==> src/rtl/bk_pkg.sv <==
// -----------------------------------------------------------------------------
// bk_pkg
// Shared definitions for the Brent-Kung operand recovery path.
//   BK_WIDTH      : addend width (sum is BK_WIDTH+1 bits)
//   BK_DIGIT_W    : bits resolved per clock by the digit-serial subtractor
//   bk_state_e    : control FSM states
//   bk_num_digits : number of digit steps needed for one operand
// -----------------------------------------------------------------------------
package bk_pkg;

  localparam int BK_WIDTH   = 12;
  localparam int BK_DIGIT_W = 2;

  typedef enum logic [1:0] {
    IDLE = 2'd0,
    BUSY = 2'd1,
    DONE = 2'd2
  } bk_state_e;

  // Number of DIGIT_W-wide steps that cover a WIDTH-bit operand.
  function automatic int bk_num_digits(input int width, input int digit_w);
    return width / digit_w;
  endfunction

endpackage : bk_pkg

==> src/rtl/bk_digit_sub.sv <==
// -----------------------------------------------------------------------------
// bk_digit_sub
// Purely combinational DIGIT_W-bit ripple subtractor: diff = a - b - borrow_in.
//   a          : minuend digit
//   b          : subtrahend digit
//   borrow_in  : borrow from the previous (less significant) digit
//   diff       : difference digit
//   borrow_out : borrow into the next (more significant) digit
// -----------------------------------------------------------------------------
module bk_digit_sub #(
  parameter int DIGIT_W = 2
) (
  input  logic [DIGIT_W-1:0] a,
  input  logic [DIGIT_W-1:0] b,
  input  logic               borrow_in,
  output logic [DIGIT_W-1:0] diff,
  output logic               borrow_out
);

  logic bw_s;

  // Bit-by-bit ripple of the borrow chain through the digit.
  always_comb begin
    diff = '0;
    bw_s = borrow_in;
    for (int i = 0; i < DIGIT_W; i++) begin
      diff[i] = a[i] ^ b[i] ^ bw_s;
      // Borrow out when a < b + borrow at this bit position.
      bw_s    = (~a[i] & b[i]) | (~(a[i] ^ b[i]) & bw_s);
    end
    borrow_out = bw_s;
  end

endmodule : bk_digit_sub

==> src/rtl/bk_operand_recover.sv <==
// -----------------------------------------------------------------------------
// bk_operand_recover
// Digit-serial inverse of the Brent-Kung adder: recovers B = SUM - A and flags
// sums that no WIDTH-bit B could have produced.
//   clk, rst   : clock (rising edge) and asynchronous active-high reset
//   in_valid   : request valid          in_ready  : block idle, can accept
//   in_sum     : WIDTH+1-bit adder sum  in_a      : known WIDTH-bit addend
//   out_valid  : result valid           out_ready : consumer accepts result
//   out_b      : (in_sum - in_a) mod 2^WIDTH
//   out_err    : in_sum < in_a or in_sum - in_a >= 2^WIDTH
// -----------------------------------------------------------------------------
module bk_operand_recover
  import bk_pkg::*;
#(
  parameter int WIDTH   = BK_WIDTH,
  parameter int DIGIT_W = BK_DIGIT_W
) (
  input  logic             clk,
  input  logic             rst,
  input  logic             in_valid,
  output logic             in_ready,
  input  logic [WIDTH:0]   in_sum,
  input  logic [WIDTH-1:0] in_a,
  output logic             out_valid,
  input  logic             out_ready,
  output logic [WIDTH-1:0] out_b,
  output logic             out_err
);

  localparam int N     = bk_num_digits(WIDTH, DIGIT_W);
  localparam int CNT_W = (N > 1) ? $clog2(N) : 1;
  localparam logic [CNT_W-1:0] LAST_CNT = CNT_W'(N - 1);

  generate
    if ((WIDTH % DIGIT_W) != 0) begin : g_bad_digit_cfg
      $error("bk_operand_recover: WIDTH must be a multiple of DIGIT_W");
    end
  endgenerate

  bk_state_e          state_r;
  logic [WIDTH:0]     sum_r;
  logic [WIDTH-1:0]   a_r;
  logic               borrow_r;
  logic [CNT_W-1:0]   cnt_r;

  logic [DIGIT_W-1:0] diff_s;
  logic               borrow_s;
  logic               top_bit_s;
  logic               t_s;
  logic               t_borrow_s;

  bk_digit_sub #(
    .DIGIT_W (DIGIT_W)
  ) u_digit_sub (
    .a          (sum_r[DIGIT_W-1:0]),
    .b          (a_r[DIGIT_W-1:0]),
    .borrow_in  (borrow_r),
    .diff       (diff_s),
    .borrow_out (borrow_s)
  );

  // Sum bit WIDTH minus the final borrow; after N-1 shifts the original top
  // sum bit sits just above the digit currently being processed.
  always_comb begin
    top_bit_s  = sum_r[DIGIT_W];
    t_s        = top_bit_s ^ borrow_s;
    t_borrow_s = ~top_bit_s & borrow_s;
  end

  // Handshake flags decode straight from the state register.
  assign in_ready  = (state_r == IDLE);
  assign out_valid = (state_r == DONE);

  // Control FSM with operand shift registers, borrow flop and result registers.
  always_ff @(posedge clk or posedge rst) begin
    if (rst) begin
      state_r  <= IDLE;
      sum_r    <= '0;
      a_r      <= '0;
      borrow_r <= 1'b0;
      cnt_r    <= '0;
      out_b    <= '0;
      out_err  <= 1'b0;
    end else begin
      case (state_r)
        IDLE: begin
          if (in_valid) begin
            sum_r    <= in_sum;
            a_r      <= in_a;
            borrow_r <= 1'b0;
            cnt_r    <= '0;
            state_r  <= BUSY;
          end
        end
        BUSY: begin
          // Difference digits enter from the MSB side so the first digit
          // lands in the LSBs after N shifts.
          out_b    <= {diff_s, out_b[WIDTH-1:DIGIT_W]};
          borrow_r <= borrow_s;
          sum_r    <= sum_r >> DIGIT_W;
          a_r      <= a_r >> DIGIT_W;
          cnt_r    <= cnt_r + {{(CNT_W-1){1'b0}}, 1'b1};
          if (cnt_r == LAST_CNT) begin
            out_err <= t_borrow_s | t_s;
            state_r <= DONE;
          end
        end
        DONE: begin
          if (out_ready) begin
            state_r <= IDLE;
          end
        end
        default: begin
          state_r <= IDLE;
        end
      endcase
    end
  end

endmodule : bk_operand_recover

==> config.mk <==
export PLATFORM = sky130hd
export DESIGN_NAME = bk_operand_recover
export DESIGN_NICKNAME = d
export VERILOG_FILES = /design/src/rtl/bk_pkg.sv /design/src/rtl/bk_digit_sub.sv /design/src/rtl/bk_operand_recover.sv
export SDC_FILE = /design/constraint.sdc
export NUM_CORES = 1
export LEC_CHECK = 0
export CAP_MARGIN = 20
export CORE_MARGIN = 2
export CORE_UTILIZATION = 45
export DETAILED_ROUTE_END_ITERATION = 7
export GPL_ROUTABILITY_DRIVEN = 0
export MAX_ROUTING_LAYER = met4
export PLACE_DENSITY = 0.71
export SLEW_MARGIN = 20
export SYNTH_ARGS = -nofsm -noshare
export SYNTH_HDL_FRONTEND = slang
export SYNTH_HIERARCHICAL = 1
export SYNTH_SLANG_ARGS = --single-unit
==> constraint.sdc <==
create_clock -name clk -period 4 [get_ports clk]
set_input_delay 0.4 -clock clk [delete_from_list [all_inputs] [get_ports clk]]
set_output_delay 0.4 -clock clk [all_outputs]
set_load 0.01 [all_outputs]
==> metrics <==
Via density roughly 5.7; cts repair resizes 0; Worst Tran Pin Value 1.04 ns; total nets after synthesis 197; Ports 44; DRC viols 0; f_max 358 MHz; clock buffer depth 2; worst r2r dst out_b[6]; DRT antenna net count 0; status finished clean; path type of the worst min-delay path register to register; DRT iter0 DRCs about 120; H-tree depth 2; DIE HEIGHT around 70 um; CORE AREA approximately 4400 um2; first-pass GRT wire length 6.93 mm; WHS Endpoint out_b[1]; Post-CTS Repair Setup Buffers 0; post-synthesis sequential area ratio between 50 and 60%; Setup-failing EPs final 0; Syn Area/Cell ~13 um2; final hold viol count 0; mux cell area share after synthesis 7.53%; Vias 1,457; chip width 71.9 um; Clk Latency, worst-skew pair roughly 0.3 ns; largest net degree at the start of global routing 45; Max-cap violations 0; fill cell count about 360; Startpoint Class register; DP Wirelength ~2.8 mm; number of detailed-route iterations in the first pass 5; total grt overflow 0; Critical R2R Launch state_r[0]; crit-path max FO 28; YS warnings 6; crit path time final about 2.8 ns; RSZ-0062 raised after global routing no; Buffers on Ports 43; Yosys reg bits 44; Nets roughly 230; Wirelength per Cell between 15 and 20 um; share of layout cells above drive strength 1 between 10% and 20%; die area slightly above 5000 um2; Post-Synth Adder-Cell Area around 3.1%; hold buffer count at cts 0; CP endpoint kind primary output; Clock transition at path regs 0.09 ns; Non-Filler Instances approximately 250; peak supply drop slightly below 0.0004 V; largest family of logic cells by synthesized area compound AO/OA/AOI/OAI gates; vias in the first global route approximately 1,400; Num CTS Buffers 5; GRT Total Usage 17.6%; Rel. slew slack between 30% and 40%; crit path DAT 2.39 ns; cell row count 24; Synth Area in Compound Gates between 10% and 20%; flop-to-flop setup slack 1.67 ns; Reg2Reg Depth 3; Mapped Cells 164; mapped cell area slightly above 2000 um2; area delta synth->final 25.2%; Sink Count 44; final worst-path cycle share between 60 and 70%; hold_ws about 0.5 ns; antenna violations before repair 0; Worst Setup Path Type register to primary output; CTS tree yes; P_leak roughly 0.0011 uW; Max Slew Vio Count 0; setup TNS 0 ns; worst hold start out_b[1]; Yosys cell types 32; Initial Utilization a little under half; pwr/cell area just under 800 nW/um2; Ant. Diodes 0; worst path required time ~3.6 ns; final cell utilization of the core between 50% and 60%; Post-Place Cells approximately 250; Hold Path Depth 1; root buffer cell clkbuf_8; Setup Skew 0.00666 ns; Synth Area in XOR/XNOR less than 1%; final WL roughly 4.1 mm; simple-gate share of the synthesized area between 10% and 20%
[sequential cells by signal (all words and copies together), names as in the netlist]
signal	count
a_r	12
borrow_r	1
out_err	1
out_b	12
sum_r	13
state_r	2
cnt_r	3
[stage by stage]
step           power (uW)  setup WS (ns)  area (um2)
2_1_floorplan        1430           2.39        2080
3_3_place_gp         1640           1.52        2480
3_5_place_dp         1690           1.34        2490
4_1_cts              2020           1.23        2600
5_1_grt              2170           1.07        2600
6_report             2010           1.21        2600
[layout by cell type (no fill, tap or decap), drive strengths merged, types with 3 or more instances in the layout]
master	Yosys	layout
a222oi	9	9
nor2	3	3
clkbuf	2	5
clkdlybuf4s50	0	43
nor2b	10	10
inv	20	20
mux2	13	13
o221a	10	10
dfrtp	44	44
or4b	10	10
[critical path, cell delays in order, from the launching register on]
cell and delay (ns):
dfrtp_1 0.68, nor2_1 0.73, clkdlybuf4s50_1 0.68
[how the worst max path moves through the flow]
| stage | cells after the start | slack [ns] | start | end |
|---|---|---|---|---|
| 6_report | 2 | 1.21 | state_r[0] | in_ready |
| 4_1_cts | 2 | 1.23 | state_r[0] | in_ready |
| 3_3_place_gp | 3 | 1.52 | in_valid | sum_r[10] |
| 5_1_grt | 2 | 1.07 | state_r[0] | in_ready |
| 3_5_place_dp | 3 | 1.34 | in_valid | a_r[9] |
| 2_1_floorplan | 5 | 2.39 | sum_r[0] | out_b[11] |
[synth_stat cells]
master      n  area share, %
nand4b_1    1           0.42
a211o_1     2           0.84
a221oi_1    2           0.84
nand2_1     1           0.18
o221ai_1    1           0.42
nor4b_1     2           0.84
nor2b_1    10            3.0
o21ai_0     1           0.24
fa_1        2            1.9
a31oi_1     1           0.30
nor4bb_1    2           0.96
mux2i_1     1           0.48
a222oi_1    9            4.3
nand4bb_1   1           0.54
o221a_2    10            5.4
o21ba_2     1           0.48
a22o_1      1           0.42
buf_2       9            2.2
mux2_2     13            7.0
nor3b_1     2           0.72
nand2b_1    2           0.60
dfrtp_1    44             53
inv_1      20            3.6
o22ai_1     1           0.30
clkbuf_1    2           0.36
a32o_1      2           0.96
buf_6       4            2.2
ha_1        2            1.2
xor2_1      1           0.42
o21bai_1    1           0.36
or4b_1     10            4.8
nor2_1      3           0.54
[power breakdown]
part,internal (uW),switching (uW)
sequential,660,162
clock,185,153
combinational,492,360
[layer usage]
layer  global-route usage [%]  up-vias  share of wire, %
met5                        -        -                 0
li1                         -      678                 -
met3                     4.44        6               5.0
met1                     22.6      732                44
met4                     5.24        0               1.1
met2                     27.7       41                50
[cell families after synthesis]
logic type / after synthesis
AOI/OAI and AO/OA: 32
xor gates and xnor gates: 1
adders and majority gates: 4
buffers and inverters: 35
DFF: 44
muxes: 14
and+or+nand+nor: 34
[cell type report]
type	instances	area [um2]	share of cell area, %
clock buffers	5	68.8	2.65
clock inverters	3	42.5	1.64
inverters	20	75.1	2.89
multi-input cells	85	803	30.9
flip-flops and latches	44	1100	42.3
well taps	52	65.1	2.50
repair buffers	45	445	17.1
(Power assumes the default switching activity.)
